==> src/rtl/jtag_dr_link.sv <==
// JTAG user data-register responder: captures a design snapshot with a status
// header for readback and accepts a keyed control word on UPDATE-DR.
module jtag_dr_link #(
  parameter int               WIDTH      = 8,
  parameter logic [WIDTH-1:0] CTRL_RESET = '0
) (
  input  logic             clk,
  input  logic             reset,
  input  logic             sel,
  input  logic             capture,
  input  logic             shift,
  input  logic             update,
  input  logic             tdi,
  output logic             tdo,
  input  logic [WIDTH-1:0] data_in,
  output logic [WIDTH-1:0] ctrl_out,
  output logic             ctrl_valid,
  output logic             err_len,
  output logic             err_key
);

  localparam int L  = WIDTH + 8;
  localparam int CW = $clog2(L + 2);
  localparam logic [CW-1:0] CNT_LEN = CW'(L);
  localparam logic [CW-1:0] CNT_MAX = CW'(L + 1);

  typedef enum logic [1:0] {IDLE, CAPTURED, SHIFTING} state_t;

  state_t        state;
  logic [L-1:0]  sr;
  logic [CW-1:0] bit_cnt;
  logic [1:0]    seq;

  assign tdo = sr[0];

  // Handshake: controls are qualified by sel and sampled on the rising edge;
  // capture outranks shift, which outranks update.
  always_ff @(posedge clk) begin
    if (reset) begin
      state      <= IDLE;
      sr         <= '0;
      bit_cnt    <= '0;
      seq        <= '0;
      ctrl_out   <= CTRL_RESET;
      ctrl_valid <= 1'b0;
      err_len    <= 1'b0;
      err_key    <= 1'b0;
    end else begin
      ctrl_valid <= 1'b0;
      if (sel) begin
        if (capture) begin
          // Header reports the flags before they are cleared by this read.
          sr      <= {data_in, seq, err_key, err_len, 4'hA};
          bit_cnt <= '0;
          seq     <= seq + 2'd1;
          err_len <= 1'b0;
          err_key <= 1'b0;
          state   <= CAPTURED;
        end else if (shift) begin
          sr <= {tdi, sr[L-1:1]};
          // Saturating one past L keeps over-length frames distinguishable.
          if (bit_cnt != CNT_MAX) bit_cnt <= bit_cnt + CW'(1);
          if (state != IDLE) state <= SHIFTING;
        end else if (update) begin
          state <= IDLE;
          if (bit_cnt != CNT_LEN) begin
            err_len <= 1'b1;
          end else if (sr[3:0] != 4'h5) begin
            err_key <= 1'b1;
          end else begin
            ctrl_out   <= sr[L-1:8];
            ctrl_valid <= 1'b1;
          end
        end
      end
    end
  end

endmodule

==> config.mk <==
export PLATFORM = sky130hd
export DESIGN_NAME = jtag_dr_link
export DESIGN_NICKNAME = d
export VERILOG_FILES = /design/src/rtl/jtag_dr_link.sv
export SDC_FILE = /design/constraint.sdc
export NUM_CORES = 1
export LEC_CHECK = 0
export BUFFER_PORTS_ARGS = -buffer_cell sky130_fd_sc_hd__buf_2
export CORE_AREA = 8 8 76 61
export CTS_BUF_LIST = sky130_fd_sc_hd__clkbuf_2
export DETAILED_ROUTE_END_ITERATION = 10
export DIE_AREA = 0 0 84 69
export SKIP_CTS_REPAIR_TIMING = 1
export SLEW_MARGIN = 0
export SYNTH_ARGS = -nofsm -noshare
export SYNTH_HDL_FRONTEND = slang
export SYNTH_SLANG_ARGS = --single-unit
==> constraint.sdc <==
create_clock -name clk -period 1.65 [get_ports clk]
set_input_delay 0.0825 -clock clk [delete_from_list [all_inputs] [get_ports clk]]
set_output_delay 0.0825 -clock clk [all_outputs]
set_load 0.005 [all_outputs]
==> results of run 1 <==
-- final cells by class --
| cell class | instances | area share (%) |
|---|---|---|
| repair buffers | 32 | 12.0 |
| flip-flops and latches | 34 | 39.9 |
| clock inverters | 3 | 2.33 |
| well taps | 42 | 3.06 |
| inverters | 2 | 0.437 |
| multi-input cells | 105 | 40.8 |
| clock buffers | 5 | 1.46 |
-- cells by family (layout without fill, tap and decap cells) --
logic type	after synthesis	in the layout
AO/OA/AOI/OAI	25	25
XOR/XNOR	4	4
adder cells (fa/ha/maj)	3	3
buffers and inverters	11	42
flip-flops	34	34
multiplexers	20	20
AND/OR/NAND/NOR	53	53
-- routing by layer --
layer | GRT usage [%] | vias up | share of wire [%]
li1 | - | 583 | -
met1 | 13.9 | 519 | 51
met2 | 14.6 | 28 | 41
met3 | 4.11 | 7 | 5.1
met4 | 6.31 | 0 | 2.1
met5 | 0 | - | 0
-- sequential cells by signal, indices dropped and copies added (netlist names) --
name,flops
bit_cnt,5
err_key,1
err_len,1
sr,16
ctrl_valid,1
ctrl_out,8
seq,2
-- cells in the final DEF, fill, tap and decap left out, types with 2 or more instances in the layout --
cell type and n:
a22oi_1 2, dlygate4sd3_1 2, nand2b_1 2, clkinv_2 2, a211oi_1 12, nand2_1 7, o22ai_1 2, buf_4 2
nor2_1 32, buf_12 2, a21oi_1 3, xor2_1 4, ha_1 3, nand4_1 3, inv_1 2, clkbuf_2 5
mux2i_1 20, dfxtp_1 32, buf_2 26
-- worst paths after layout --
| kind | start | to | cells after the start |
|---|---|---|---|
| worst max-delay path | bit_cnt[0]$_SDFFE_PP0P_ | ctrl_out[0]$_SDFFE_PP0P_ | 7 |
| worst min-delay path | tdi | sr[15]$_SDFFE_PP0P_ | 3 |
| worst max register to register | bit_cnt[0]$_SDFFE_PP0P_ | ctrl_out[0]$_SDFFE_PP0P_ | 7 |
| worst min register to register | bit_cnt[1]$_SDFFE_PP0P_ | bit_cnt[1]$_SDFFE_PP0P_ | 2 |
-- per-stage QoR --
| stage | utilization [%] | worst slack, ns | instance area, sq um |
|---|---|---|---|
| after floorplan | - | 0.220 | 1440 |
| after global placement | 46.5 | 0.162 | 1630 |
| after detailed placement | 46.5 | 0.0970 | 1630 |
| after CTS | 48.4 | 0.0680 | 1690 |
| after global routing | 49.1 | 0.00507 | 1720 |
| final | 49.1 | 0.140 | 1720 |
-- power by group --
| group | total, W | internal [W] | switching [W] |
|---|---|---|---|
| Combinational | 0.000152 | 0.0000710 | 0.0000813 |
| Sequential | 0.000880 | 0.000855 | 0.0000257 |
| Clock | 0.000538 | 0.000252 | 0.000287 |
| Total | 0.00157 | 0.00118 | 0.000394 |
-- worst max-delay path: cells and delay by family, from the launching register on --
kind	cells	cell delay (ns)
adders and majority gates	1	0.20
buffers and inverters	2	0.21
DFF	1	0.40
muxes	1	0.19
and+or+nand+nor	3	0.40
==> impl_metrics.yaml, run 1 <==
layout:
  diodes: 0
  post_route_cells_drive_above_1_share_pct: 23.2
  layout.nets: 198
  multi_input_area_sq_um: 701
  stdcell_count: 223
  seq_area_sq_um: 686
  fillers: 334
  area_growth_pct: 18.9
critical_path:
  r2r_setup_slack_ns: 0.14
  critPathKind: "reg2reg"
  cp_data_required_time_ns: 1.92
  crit_path_cell_trace: "inv_1, ha_1, and4bb_1, nand4_1, buf_12, mux2i_1, nor2_1"
  cp-start-kind: "flip-flop"
  worstPathArrival_ns: 1.78
  critPathCaptureType: "flip-flop"
  critPathMaxFanout: 9
  critPathMaxStageDelay_ns: 0.40
  crit_slowest_cell: "dfxtp_4"
cts:
  cts_buffers: 5
  clock_latency_ns: 0.38
  htree_levels: 2
  cts_tree: "done"
  cts_buffer_depth: 2
  clkTransAtPathRegs_ns: 0.17
  cts_sinks: 34
  clock_tree.root_cell: "clkbuf_2"
logic_synthesis:
  synth_fp_nets: 168
  synth-simple-area-share_pct: 17.4
  synth_edf_count: 0
  syn_area_sq_um: 1440
  synth_compound_area_share_pct: 12.2
  yosysWarningCount: 0
  syn_inst: 150
  ys_seq_area_share_pct: 47.1
  ys_top_cells_by_count: "dfxtp_1, nor2_1, mux2i_1"
  synthFlopType: "dfxtp_1"
  yosys_register_bits: 34
  synth_top_area_share_pct: 47.1
  synth_cell_types: 32
  synth-xor-area-share_pct: 2.43
  synth_fa_ha_area_share_pct: 2.60
  synth.most_common_cell: "dfxtp_1"
  async_flop_share_pct: 0
  synthTopCellsByArea: "dfxtp_1, mux2i_1, nor2_1"
  synth_top_family_by_area: "simple AND/OR/NAND/NOR gates"
  yosys.area.top_type: "dfxtp_1"
  syn_avg_cell_area_sq_um: 9.63
  synthMuxAreaShare_pct: 13.9
route:
  wl_microns: 3050
  firstDrtPassIters: 4
  drt_iter0_drc: 31
  ant_nets: 0
  wl_per_cell_microns: 13.7
  vias: 1137
  remaining_drc_errors: 0
  viasPerCell: 5.10
timing:
  whs_ns: 0.0179
  setup_violations: 0
  maxSlewHeadroom_pct: 71.3
  worstMarginPinSlew_ns: 0.430
  finalSetupTns_ns: 0
  rsz0062_at_grt: "false"
  period_share_pct: 91.5
  max_freq_mhz: 662
  hold_viol_final: 0
  report.final.slew_viol_count: 0
  final.setup_skew_ns: 0.0125
  min_period_ns: 1.51
global_routing:
  grt_pass1_vias: 1090
  antenna_found_initial: 0
  grt_usage_pct: 10.7
  grt_max_degree: 23
  grt_remaining_overflow: 0
  grt_pass1_wl_microns: 5060
die:
  dieArea_sq_um: 5800
  num_io_pins: 27
  die_height_microns: 69
  initial_utilization_pct: 41.3
  core-area_sq_um: 3490
  die_w_microns: 84
  num_rows: 19
min_path:
  hold_class: "in2reg"
placement:
  place_inst: 213
  gp_congestion: 0.832
  portBuffers: 26
  place_hpwl_microns: 2220
pwr:
  power.total_w: 0.00157
  p_leak_nw: 0.793
  max-vdd-ir-drop_v: 0.000382
  pwr_density_cell_nw_per_um2: 915
job:
  max_cap_viol_count: 0
status:
  outcome: "completed"
No activity file was read; power rests on OpenSTA's default activity.
==> run 2: changes to the inputs <==
--- a/config.mk
+++ b/config.mk
@@ -6,10 +6,10 @@
 export NUM_CORES = 1
 export LEC_CHECK = 0
 export BUFFER_PORTS_ARGS = -buffer_cell sky130_fd_sc_hd__buf_2
-export CORE_AREA = 8 8 76 61
+export CORE_AREA = 8 8 74 63
 export CTS_BUF_LIST = sky130_fd_sc_hd__clkbuf_2
 export DETAILED_ROUTE_END_ITERATION = 10
-export DIE_AREA = 0 0 84 69
+export DIE_AREA = 0 0 82 71
 export SKIP_CTS_REPAIR_TIMING = 1
 export SLEW_MARGIN = 0
 export SYNTH_ARGS = -nofsm -noshare
==> run 2 against run 1 <==
Count of clock-buffer cells in the layout stayed put. Combinational power shrank 5%. Sequential cell count stayed put. Hold slack better by 0.010 ns. First-iteration DRC count increased by 58%. Total power shrank 12%. Cell area fell by 3.2%. Via count grew 1.2%. Register-to-register slack about the same. Critical path type unchanged. Critical endpoint is now ctrl_out[4]$_SDFFE_PP0P_. Highest routed layer unchanged.
==> impl_metrics.yaml, run 2 (synthesized netlist as in run 1, its figures left out) <==
status:
  outcome: "completed"
cts:
  clock_latency_ns: 0.37
  cts_tree: "done"
  cts_buffers: 5
  htree_levels: 2
  cts_sinks: 34
  cts_buffer_depth: 2
  clkTransAtPathRegs_ns: 0.16
  clock_tree.root_cell: "clkbuf_2"
layout:
  final_cell_mix: "nor2_1, dfxtp_1, buf_2"
  largest_register_ffs: 16
  diodes: 0
  fillers: 361
  top_regs: "sr x16, ctrl_out x8, bit_cnt x5"
  post_route_cells_drive_above_1_share_pct: 23.5
  layout.nets: 197
  top_register: "sr"
  area_growth_pct: 15.1
die:
  die_w_microns: 82
  dieArea_sq_um: 5820
  die_height_microns: 71
  core-area_sq_um: 3550
  num_rows: 20
  num_io_pins: 27
  initial_utilization_pct: 40.6
pwr:
  p_leak_nw: 0.771
  max-vdd-ir-drop_v: 0.000364
  power.total_w: 0.00139
  pwr_density_cell_nw_per_um2: 834
timing:
  report.final.slew_viol_count: 0
  period_share_pct: 91.7
  rsz0062_at_grt: "false"
  min_period_ns: 1.51
  whs_ns: 0.0279
  maxSlewHeadroom_pct: 69.7
  max_freq_mhz: 661
  finalSetupTns_ns: 0
  hold_viol_final: 0
  final.setup_skew_ns: 0.0103
  setup_slack_ns: 0.138
  setup_violations: 0
  worstMarginPinSlew_ns: 0.453
critical_path:
  critPathKind: "reg2reg"
  critPathMaxFanout: 9
  ff2ff_path_depth: 7
  rr_startpoint: "bit_cnt[0]$_SDFFE_PP0P_"
  cp_data_required_time_ns: 1.92
  cp_num_buf_inv: 2
  critPathMaxStageDelay_ns: 0.40
  rr_endpoint: "ctrl_out[4]$_SDFFE_PP0P_"
  cp-start-kind: "flip-flop"
  crit_slowest_cell: "dfxtp_2"
  critPathCaptureType: "flip-flop"
  r2r_setup_slack_ns: 0.14
  worstPathArrival_ns: 1.79
  crit_path_cell_trace: "inv_1, ha_1, and4bb_1, nand4_1, buf_12, mux2i_1, nor2_1"
  critical_path.top_delay_family: "simple AND/OR/NAND/NOR gates"
route:
  drt_iter0_drc: 49
  ant_nets: 0
  firstDrtPassIters: 4
  vias: 1151
  wl_microns: 3000
  viasPerCell: 5.16
  remaining_drc_errors: 0
  wl_per_cell_microns: 13.4
placement:
  preCtsSetupSlack_ns: 0.0749
  portBuffers: 26
  place_hpwl_microns: 2250
  gp_congestion: 0.838
min_path:
  min_path_cells: 3
  holdPathEnd: "sr[9]$_SDFFE_PP0P_"
  min_from: "data_in[1]"
  hold_class: "in2reg"
global_routing:
  grt_pass1_vias: 1169
  grt_remaining_overflow: 0
  antenna_found_initial: 0
  grt_max_degree: 21
  grt_usage_pct: 11.6
  grt_pass1_wl_microns: 5330
job:
  max_cap_viol_count: 0
run 2: cell type report:
cell class                 instances  area (sq um)  share of cell area [%]
tap                               44          55.1                    3.31
sequential                        34           683                    41.1
multi-input combinational        105           701                    42.2
inverter                           2          7.51                   0.452
clock inverter                     2          10.0                   0.602
clock buffer                       5          25.0                    1.51
timing repair buffer              31           180                    10.8
run 2: power by group:
group	internal (W)	switching (W)	leakage, nW
combinational	0.0000658	0.0000796	0.464
clock	0.0000917	0.000268	0.0286
sequential	0.000855	0.0000255	0.278
total	0.00101	0.000373	0.771
run 2: worst register-to-register path: cells and delay by family, from the launching register on:
| kind | cells | cell delay, ns |
|---|---|---|
| mux | 1 | 0.19 |
| flops | 1 | 0.40 |
| fa+ha+maj | 1 | 0.21 |
| buf+inv | 2 | 0.23 |
| simple gates | 3 | 0.41 |
run 2: routing by layer:
| metal | vias to the layer above | track usage (%) | share of wire, % |
|---|---|---|---|
| li1 | 580 | - | - |
| met1 | 533 | 14.0 | 46 |
| met2 | 31 | 16.8 | 44 |
| met3 | 7 | 4.81 | 8.7 |
| met4 | 0 | 6.61 | 1.7 |
| met5 | - | 0 | 0 |
run 2: worst max path at each step:
stage / startpoint / endpoint / slack [ns] / cells past startpoint
floorplan: bit_cnt[0]$_SDFFE_PP0P_ / ctrl_out[4]$_SDFFE_PP0P_ / 0.22 / 7
global route: bit_cnt[0]$_SDFFE_PP0P_ / ctrl_out[6]$_SDFFE_PP0P_ / 0.01 / 7
finish: bit_cnt[0]$_SDFFE_PP0P_ / ctrl_out[4]$_SDFFE_PP0P_ / 0.14 / 7
global placement: bit_cnt[0]$_SDFFE_PP0P_ / ctrl_out[2]$_SDFFE_PP0P_ / 0.17 / 7
detailed placement: bit_cnt[0]$_SDFFE_PP0P_ / ctrl_out[4]$_SDFFE_PP0P_ / 0.07 / 7
CTS: bit_cnt[0]$_SDFFE_PP0P_ / ctrl_out[4]$_SDFFE_PP0P_ / 0.06 / 7
run 2: stage by stage:
stage / area [sq um] / cells / util [%]
2_1_floorplan: 1440 / 150 / -
3_3_place_gp: 1620 / 216 / 45.7
3_5_place_dp: 1620 / 216 / 45.7
4_1_cts: 1660 / 223 / 46.7
5_1_grt: 1660 / 223 / 46.8
6_report: 1660 / 223 / 46.8
